===== config.mk =====
export PLATFORM = sky130hd
export DESIGN_NAME = uart_tx_frame
export DESIGN_NICKNAME = d
export VERILOG_FILES = /design/src/rtl/definitions_pkg.sv /design/src/rtl/uart_baud_tick.sv /design/src/rtl/uart_tx_frame.sv
export SDC_FILE = /design/constraint.sdc
export NUM_CORES = 1
export LEC_CHECK = 0
export BUFFER_PORTS_ARGS = -buffer_cell sky130_fd_sc_hd__buf_2
export CORE_UTILIZATION = 55
export CTS_CLUSTER_SIZE = 28
export DETAILED_ROUTE_END_ITERATION = 8
export PLACE_DENSITY = 0.84
export SKIP_CTS_REPAIR_TIMING = 1
export SYNTH_ARGS = -nofsm -noshare
export SYNTH_HDL_FRONTEND = slang
export SYNTH_SLANG_ARGS = --single-unit

===== constraint.sdc =====
create_clock -name clk -period 5.6 [get_ports clk]
set_input_delay 0.84 -clock clk [delete_from_list [all_inputs] [get_ports clk]]
set_output_delay 0.84 -clock clk [all_outputs]
set_load 0.005 [all_outputs]

===== src/rtl/definitions_pkg.sv =====
// definitions_pkg: shared UART constants, enums and parity-mode decode
package definitions_pkg;
   localparam int CLOCK_RATE = 50_000_000;
   localparam int BAUD_RATE  = 115_200;
   typedef enum logic [1:0] {PAR_NONE = 2'b00, PAR_EVEN = 2'b01, PAR_ODD = 2'b10} parity_mode_e;
   typedef enum logic [2:0] {IDLE, START, DATA, PARITY, STOP, BREAK} uart_tx_state_e;
   // Code 11 is a second encoding of "no parity".
   function automatic parity_mode_e par_mode_decode(input logic [1:0] m);
      return (m == 2'b11) ? PAR_NONE : parity_mode_e'(m);
   endfunction
endpackage


===== src/rtl/uart_baud_tick.sv =====
// uart_baud_tick: bit-period counter producing a tick on the last clk of each bit
// Ports: clk, rst_n (async active-low), clear (hold counter at 0), enable (count),
//        tick (high during the final cycle of the current bit period)
module uart_baud_tick #(
   parameter int CLKS_PER_BIT = 4
) (
   input  logic clk,
   input  logic rst_n,
   input  logic clear,
   input  logic enable,
   output logic tick
);
   localparam int CW = $clog2(CLKS_PER_BIT);
   localparam logic [CW-1:0] LAST = CW'(CLKS_PER_BIT - 1);
   logic [CW-1:0] cnt;
   assign tick = enable && cnt == LAST;
   always_ff @(posedge clk or negedge rst_n)
      if (!rst_n) cnt <= '0;
      else if (clear || !enable) cnt <= '0;
      else cnt <= tick ? '0 : cnt + 1'b1;
endmodule


===== src/rtl/uart_tx_frame.sv =====
// uart_tx_frame: parametrised UART transmitter (DATA_W bits, optional parity, 1/2 stop bits)
// Ports: clk, rst_n (async active-low), enable (low aborts frame), s_valid/s_ready/s_data
//        input handshake with per-word s_par_mode (00 none, 01 even, 10 odd, 11 none) and
//        s_stop2, busy (state != IDLE), done (last stop-bit cycle pulse), tx (idle high).
// Build option: UART_TX_BREAK_EN adds input brk to send a line break followed by one mark bit.
module uart_tx_frame
   import definitions_pkg::*;
#(
   parameter int DATA_W       = 8,
   parameter int CLKS_PER_BIT = CLOCK_RATE / BAUD_RATE
) (
   input  logic              clk,
   input  logic              rst_n,
   input  logic              enable,
   input  logic              s_valid,
   input  logic [DATA_W-1:0] s_data,
   input  logic [1:0]        s_par_mode,
   input  logic              s_stop2,
`ifdef UART_TX_BREAK_EN
   input  logic              brk,
`endif
   output logic              s_ready,
   output logic              busy,
   output logic              done,
   output logic              tx
);
   localparam int IW = $clog2(DATA_W);
   localparam logic [IW-1:0] LAST_BIT = IW'(DATA_W - 1);
   uart_tx_state_e    state;
   parity_mode_e      mode;
   logic [DATA_W-1:0] shreg;
   logic [IW-1:0]     bit_idx;
   logic              par_en, par_bit, stop2_q, stop_idx;
   logic              tick, clear, last_stop, accept, brk_req;
`ifdef UART_TX_BREAK_EN
   assign brk_req = brk;
`else
   assign brk_req = 1'b0;
`endif
   assign mode      = par_mode_decode(s_par_mode);
   assign last_stop = state == STOP && tick && (!stop2_q || stop_idx);
   assign s_ready   = rst_n && enable && !brk_req && (state == IDLE || last_stop);
   assign accept    = s_valid && s_ready;
   assign done      = last_stop;
   assign busy      = state != IDLE;
   // The break itself has no fixed length, so the counter only runs during the trailing mark bit.
   assign clear     = state == IDLE || (state == BREAK && !tx);
   uart_baud_tick #(.CLKS_PER_BIT(CLKS_PER_BIT)) u_tick (
      .clk    (clk),
      .rst_n  (rst_n),
      .clear  (clear),
      .enable (enable),
      .tick   (tick)
   );
   always_ff @(posedge clk or negedge rst_n)
      if (!rst_n) begin
         state    <= IDLE;
         tx       <= 1'b1;
         shreg    <= '0;
         bit_idx  <= '0;
         par_en   <= 1'b0;
         par_bit  <= 1'b0;
         stop2_q  <= 1'b0;
         stop_idx <= 1'b0;
      end else if (!enable) begin
         state <= IDLE;
         tx    <= 1'b1;
      end else if (accept) begin
         state   <= START;
         tx      <= 1'b0;
         shreg   <= s_data;
         par_en  <= mode != PAR_NONE;
         par_bit <= ^s_data ^ (mode == PAR_ODD);
         stop2_q <= s_stop2;
      end else if (brk_req && (state == IDLE || last_stop)) begin
         state <= BREAK;
         tx    <= 1'b0;
      end else
         case (state)
            START:
               if (tick) begin
                  state   <= DATA;
                  tx      <= shreg[0];
                  bit_idx <= '0;
               end
            DATA:
               if (tick) begin
                  if (bit_idx == LAST_BIT) begin
                     state    <= par_en ? PARITY : STOP;
                     tx       <= par_en ? par_bit : 1'b1;
                     stop_idx <= 1'b0;
                  end else begin
                     bit_idx <= bit_idx + 1'b1;
                     shreg   <= shreg >> 1;
                     tx      <= shreg[1];
                  end
               end
            PARITY:
               if (tick) begin
                  state <= STOP;
                  tx    <= 1'b1;
               end
            STOP:
               if (tick) begin
                  if (last_stop) state <= IDLE;
                  else stop_idx <= 1'b1;
               end
            BREAK:
               if (!tx) tx <= !brk_req;
               else if (tick) state <= IDLE;
            default: ;
         endcase
endmodule


== Word level (Yosys, flattened, before mapping) ==
Cells that the tools add are included.

* Register bits: 28
* Output and inout port bits: 4

* Bitwise logic cells: 2
* Reduce and logical (&&, ||, !) cells: 28
* Equality and inequality tests: 26
* Multiplexer cells: 35
* $add $sub $neg: 2

{| class="wikitable"
|+ Operator list
! kind !! count
|-
| $mux 3 || 13
|-
| $mux 8 || 4
|-
| $ne 4x4->1 const B || 8
|-
| $mux 9 || 2
|-
| $pmux 3 s5 || 1
|-
| $ne 2x2->1 const B || 7
|-
| $mux 1 || 11
|-
| $reduce_bool 2->1 || 5
|-
| $add 9x1->9 const B || 1
|-
| $eq 3x3->1 const B || 3
|-
| $eq 9x9->1 const B || 1
|-
| $reduce_and 9->1 || 1
|-
| $reduce_and 4->1 || 2
|-
| $reduce_xor 8->1 || 1
|-
| $logic_and 1x1->1 || 7
|-
| $ne 7x1->1 const B || 1
|-
| $reduce_and 7->1 || 1
|-
| $eq 3x2->1 const B || 2
|-
| $ne 6x1->1 const B || 1
|-
| $pmux 3 s2 || 1
|-
| $reduce_and 6->1 || 1
|-
| $eq 2x2->1 const B || 2
|-
| $logic_or 1x1->1 || 4
|-
| $pmux 1 s4 || 1
|-
| other kinds (10) || 12
|}

== Longest topological paths before layout ==
Gate-level depths: netlist of run 1.

* Depth in word-level cells: 9
* Mapped depth: 9

== Modules after synthesis ==
A second synthesis of run 1 with hierarchy kept.

* Cells, all modules: 175
* Area total of the unflattened synthesis: 1,730.4 um2

{| class="wikitable"
|+ Modules (own cells, without submodules)
! module !! times used !! cells each !! area an instance (um2)
|-
| uart_tx_frame || 1 || 126 || 1,236.2
|-
| uart_baud_tick || 1 || 49 || 494.2
|}

== Worst setup path before layout of run 1 ==
Ideal clock, no wire load.

* Path kind: register to output
* Start point: reg u_tick.cnt[2]
* End point: out done
* Stages on the path, launching flop included: 4
* Arrival time: 1.563 ns
* Slack: 3.197 ns
* Data required time: 4.760 ns
* Cells stage by stage: dfrtp_1 > or4b_4 > or3_4 > nor3_1

* Cells in the longest elaborated chain, start to end: 4

{| class="wikitable"
|+ RTL lines
! element !! line !! RTL
|-
| start, declared || uart_baud_tick.sv:15 || <nowiki>logic [CW-1:0] cnt;</nowiki>
|-
| start signal, assigned || uart_baud_tick.sv:20 || <nowiki>else cnt <= tick ? '0 : cnt + 1'b1;</nowiki>
|-
| $eq 9x9->1 || uart_baud_tick.sv:16 || <nowiki>assign tick = enable && cnt == LAST;</nowiki>
|-
| $logic_and 1x1->1 || uart_baud_tick.sv:16 ||
|-
| $logic_and 1x1->1 (2 in a row) || uart_tx_frame.sv:41 || <nowiki>assign last_stop = state == STOP && tick && (!stop2_q || stop_idx);</nowiki>
|-
| end, declared || uart_tx_frame.sv:24 || <nowiki>output logic done,</nowiki>
|}

Every way passes these cells.

== Worst setup path in the final report of run 1 ==
Same ends and word-level chain as after synthesis.

==> results of run 1 <==
## registers in the layout, summed over array words and instances, names as in the netlist
name	flops
u_tick.cnt	9
shreg	8
bit_idx	3
state	3
par_bit	1
par_en	1
stop2_q	1
stop_idx	1
tx	1
## cells in the mapped netlist, types with 3 or more instances
library cell / instances / area, um^2
o21ai_0: 14 / 70.1
xnor2_1: 11 / 96.3
dfrtp_1: 27 / 676
nand3_1: 8 / 40.0
inv_1: 6 / 22.5
ha_1: 7 / 87.6
clkbuf_1: 3 / 11.3
nor2_1: 18 / 67.6
nand2_1: 24 / 90.1
a21oi_1: 9 / 45.0
xor2_1: 5 / 43.8
and3_1: 4 / 25.0
mux2i_1: 8 / 80.1
o21ai_1: 3 / 15.0
## layout make-up
type	instances	area share (%)
multi-input cells	144	50.6
inverters	6	1.23
flip-flops and latches	28	38.2
clock inverters	1	1.64
well taps	31	2.11
clock buffers	3	1.23
repair buffers	18	4.91
## placed cells by master (no fill, tap or decap), types with 3 or more instances in the layout
cell      Yosys  final
and3_1        4      4
dfrtp_1      27     27
nand3_1       8      8
inv_1         6      6
a21oi_1       9      9
mux2i_1       8      8
xor2_1        5      5
ha_1          7      7
clkbuf_4      0      3
o21ai_1       3      3
nand2_1      24     24
nor2_1       18     18
xnor2_1      11     11
o21ai_0      14     14
buf_2         0     18
## path summary, 6_finish.rpt
check	end	slack [ps]
max	done	2610
min	state[2]	470
max reg2reg	state[2]	3040
min reg2reg	u_tick.cnt[0]	510
max in group asynchronous	shreg[6]	4720
min in group clk	u_tick.cnt[0]	510
## metrics by stage
stage	cell area, um^2	std cells
after floorplan	1700	185
after detailed placement	1780	227
after global placement	1780	227
final	1840	231
after global routing	1840	231
after CTS	1840	231
## routing by layer
metal	vias to the layer above	routed length, um	part of all wire [%]	track usage (%)
met5	-	0	0	0
li1	682	-	-	-
met4	0	78	2.2	8.36
met2	66	1680	48	39.2
met1	654	1540	44	32.1
met3	11	230	6.5	3.40
## power by group through the flow
stage	sequential [mW]	combinational [mW]	clock [mW]
floorplan	0.238	0.0525	0
global placement	0.242	0.0681	0
detailed placement	0.244	0.0722	0
CTS	0.241	0.0730	0.140
global route	0.243	0.0823	0.145
finish	0.241	0.0724	0.138
## critical path: stages, from the launching register on
cell and delay [ps]:
dfrtp_1 450, or4b_4 600, or3_4 400, nor3_1 210
buf_2 150
## cell families (layout without fill, tap and decap cells)
kind of cell             count (synthesis)  after routing  synth area share (%)
AO/OA/AOI/OAI                           42             42                  15.6
XOR/XNOR                                16             16                  8.25
AND/OR/NAND/NOR                         71             71                  21.0
adder cells (fa/ha/maj)                  7              7                  5.15
flip-flops                              28             28                  41.3
multiplexers                             8              8                  4.71
buffers and inverters                   13             28                  3.98
==> impl_results.md, run 1 <==
* Critical Path End Type: primary output
* Slew of the pin with the lowest slew margin at 654 ps
* Overall Power at approximately 0.45 mW
* RSZ-0062 raised after global routing: no
* Finish-stage setup viols at 0
* CP arrival at between 2000 and 2500 ps
* Iteration-0 DRC Markers at 91
* H-tree depth at 1
* Final HPWL DP at approximately 2500 um
* Worst setup path class: reg -> out
* Fin nets at roughly 220
* Worst-path fanout max at 6
* Status: finished, violations left
* I/O pin cnt at 19
* Comb power frac at around 16%
* Syn Nets at about 210
* Cells after Synth at 185
* Setup WS post-layout at 2610 ps
* Ys async rst share at 100%
* CTS tree: yes
* Peak Freq at 335 MHz
* Post-synth cell types at 43
* Die height at 57.6 um
* Leakage at ~0.85 nW
* Seq pwr share at 53.4%
* CTS root buf: clkbuf_4
* Routed wire length at 3530 um
* Share of cells above drive strength 1 at between 10% and 20%
* P&R area growth vs syn at 8.03%
* Fillcell total at 240
* Syn Area/Cell at 9.18 um^2
* IO Port Bufs at 18
* Vias/cell at 6.12
* Dominant synthesized flop cell: dfrtp_1
* Worst setup SP type: flip-flop
* Gpl congestion at 0.941
* Worst Skew at 11.6 ps
* Ys Warns at 0
* Fin Setup TNS at 0 ps
* Skew-Pair Late Insertion Delay at 350 ps
* Cell Pwr Density at 246 nW/um^2
* WL/cell at roughly 15 um
* Final Max Tran Viols at 0
* Initial antenna violation count at 0
* Clock sinks at 28
* Grt ovf at 0
* Pre-antenna DRT Iters at 6
* Pre-CTS setup slack at 2860 ps
* Via Count at roughly 1400
* Core Area at 2850 um^2
* Total CTS buffers at 3
* Worst endpoint required time at roughly 4800 ps
* Register area at 702 um^2
* Initial Utilization at between 50% and 60%
* Post-Syn Area at roughly 1700 um^2
* # diodes at 0
* Antenna-violating nets left at 0
* R2R cell count at 5
* Final Hold Fails at 0
* Number of synthesized register bits at 28
* First-pass GRT wire length at 6040 um
* Chip width at about 58 um
* Internal cell power at 0.330 mW
* DRC viols at 2
* Worst R2R Start: u_tick.cnt[2]
* Clock Power Share at 30.6%
* CP Launch Point: u_tick.cnt[2]
* Switching pwr at roughly 0.12 mW
* Reg clk slew, reported paths at 160 ps
* Die ar. at 3320 um^2
* Overall Global Routing Usage at around a quarter
* Post-synthesis sequential area ratio at slightly above 40%
* Row count at 19
* Number of synthesized flops with an enable pin at 0
* Largest net degree at the start of global routing at 30
* CTS Buffer Depth at 2
* Failing checks: design-rule violations
* Max-cap violations at 0
* Number of global-route vias before repair at 1345
* Worst min path class: in -> async
* Sw frac at 26.9%
* Minimum clock period at 2990 ps
* Peak supply drop at ~140 uV
* WHS at 472 ps
* Relative slew slack at 56.4%
* Final period util at 53.3%
* Multi-input logic area at between 900 and 1000 um^2
* Fin util at 64.3%
Note: power is estimated with default switching activity, not from simulation.
==> inputs of run 2 (changes only) <==
- CORE_UTILIZATION: 55 -> 52
- PLACE_DENSITY: 0.84 -> 0.83
- clock period: 5.6 -> 2.5 ns (I/O delays scaled with it)
==> run 2 against run 1 <==
Net effect:
- the flow now finishes without violations
- sequential share of layout area shrank 1.1 points
- wire length shrank 2.7%
- sequential power grew 120%
- clock power grew 120%
- critical path depth is the same
- clock skew shrank 3.4 ps
- sequential cell count is the same
- combinational power grew 130%
- utilization shrank 2.9 points
- setup slack lost 2500 ps
- critical endpoint is now s_ready
- highest routed layer unchanged
==> impl_results.md, run 2 (synthesis gave the netlist of run 1 again) <==
* Largest net degree at the start of global routing at 29 (-3.3%)
* Final Max Tran Viols at 0 (unchanged)
* Overall Global Routing Usage at 23.1% (-0.66 points)
* Slew of the pin with the lowest slew margin at 462 ps (-192 ps)
* # diodes at 0 (unchanged)
* Peak supply drop at 343 uV (+140%)
* Final period util at 96.2%
* Pre-CTS setup slack at 393 ps (-2470 ps)
* Status: completed
* CTS root buf: clkbuf_4
* R2R cell count at 5 (unchanged)
* Clock sinks at 28 (unchanged)
* Iteration-0 DRC Markers at 88 (-3.3%)
* Fin Setup TNS at 0 ps (unchanged)
* Max-cap violations at 0 (unchanged)
* Peak Freq at between 400 and 500 MHz
* Grt ovf at 0 (unchanged)
* Setup WS post-layout at 95.2 ps (-2520 ps)
* Row count at 20 (+1)
* Minimum clock period at 2400 ps
* First-pass GRT wire length at 5980 um (-1.0%)
* Most common cell after layout, fill and taps aside: dfrtp_1
* Skew-Pair Late Insertion Delay at 340 ps (about the same)
* CTS tree: yes
* H-tree depth at 1 (unchanged)
* Finish-stage setup viols at 0 (unchanged)
* CTS Buffer Depth at 2 (unchanged)
* Cell Pwr Density at 530 nW/um^2 (+120%)
* P&R area growth vs syn at 11.3%
* CP arrival at 2030 ps (-120 ps)
* Antenna-violating nets left at 0 (unchanged)
* Gpl congestion at 0.911 (-3.2%)
* Largest register FFs at 9 (unchanged)
* IO Port Bufs at 18 (unchanged)
* Pre-antenna DRT Iters at 4 (-2)
* Largest registers: u_tick.cnt (9), shreg (8)
* I/O pin cnt at 19 (unchanged)
* Die ar. at 3500 um^2 (+5.6%)
* Worst-path fanout max at 6 (unchanged)
* Worst R2R Start: u_tick.cnt[6]
* Leakage at 0.871 nW (+2.5%)
* Crit path to: s_ready
* Number of global-route vias before repair at 1294 (-3.8%)
* Fillcell total at 253 (+5.4%)
* Via Count at 1374 (-2.8%)
* CP Launch Point: u_tick.cnt[6]
* Worst setup SP type: flip-flop
* Share of cells above drive strength 1 at 18.1% (+2.6 points)
* Critical Path End Type: primary output
* Relative slew slack at 68.4% (+12 points)
* Vias/cell at 5.54 (-9.4%)
* RSZ-0062 raised after global routing: no
* Final HPWL DP at 2540 um (-0.15%)
* Initial Utilization at 55.2% (-4.4 points)
* Total CTS buffers at 3 (unchanged)
* Chip width at 59.2 um (+2.7%)
* Highest-count cells in the layout ignoring fill and taps: dfrtp_1, nand2_1, nor2_1, buf_2, o21ai_0
* Core Area at 3080 um^2 (+7.9%)
* Most flop-heavy register: u_tick.cnt
* WL/cell at 13.8 um (-9.4%)
* Worst endpoint required time at 2120 ps (-2640 ps)
* Fin nets at 227 (+1.8%)
* Worst Skew at 8.16 ps (-3.41 ps)
* Reg clk slew, reported paths at 160 ps (about the same)
* DRC viols at 0 (-2)
* Worst R2R End: shreg[2]
* Worst setup path class: reg -> out
* Routed wire length at 3430 um (-2.7%)
* Worst min path class: in -> async
* FF-to-FF setup slack at 350 ps (-2690 ps)
* Initial antenna violation count at 0 (unchanged)
* Die height at 59.2 um (+2.7%)
* Final Hold Fails at 0 (unchanged)
[run 2: through the flow]
stage / cells / total power [mW] / utilization [%] / hold slack (ps) / cell area, um^2
floorplan: 185 / 0.650 / - / 79.4 / 1700
global placement: 244 / 0.701 / 59.4 / 435 / 1830
detailed placement: 244 / 0.710 / 59.4 / 441 / 1830
CTS: 248 / 1.01 / 61.1 / 60.8 / 1880
global route: 248 / 1.06 / 61.5 / 65.3 / 1890
finish: 248 / 1.00 / 61.5 / 43.1 / 1890
[run 2: cell type report]
type                            count  area (um^2)  area share, %
Multi-Input combinational cell    144          940           49.7
Timing Repair Buffer               22          120           6.35
Tap cell                           44         55.1           2.91
Clock buffer                        3         22.5           1.19
Clock inverter                      1         30.0           1.59
Inverter                            6         22.5           1.19
Sequential cell                    28          702           37.1
[run 2: how the worst min path moves through the flow]
| stage | depth (start not counted) | end | startpoint |
|---|---|---|---|
| after floorplan | 0 | bit_idx[0] | rst_n |
| after detailed placement | 2 | shreg[5] | rst_n |
| after global routing | 2 | shreg[5] | rst_n |
| after CTS | 2 | shreg[5] | rst_n |
| final | 2 | shreg[5] | rst_n |
| after global placement | 2 | shreg[4] | rst_n |
[run 2: where the power goes]
group	internal (mW)	switching (mW)	leakage, nW	total [mW]
sequential	0.501	0.0355	0.366	0.537
combinational	0.0761	0.0887	0.477	0.165
clock	0.162	0.139	0.0279	0.301
total	0.740	0.263	0.871	1.00
[run 2: critical path: stages (launching register included)]
cell	delay, ps
dfrtp_1	440
or4b_4	590
o31ai_2	350
and2_1	200
buf_2	120
[run 2: routing by layer]
layer / vias up / global-route usage, % / wire, um
li1: 685 / - / -
met1: 643 / 32.4 / 1690
met5: - / 0 / 0
met4: 0 / 9.86 / 84
met2: 37 / 35.4 / 1500
met3: 9 / 3.71 / 162
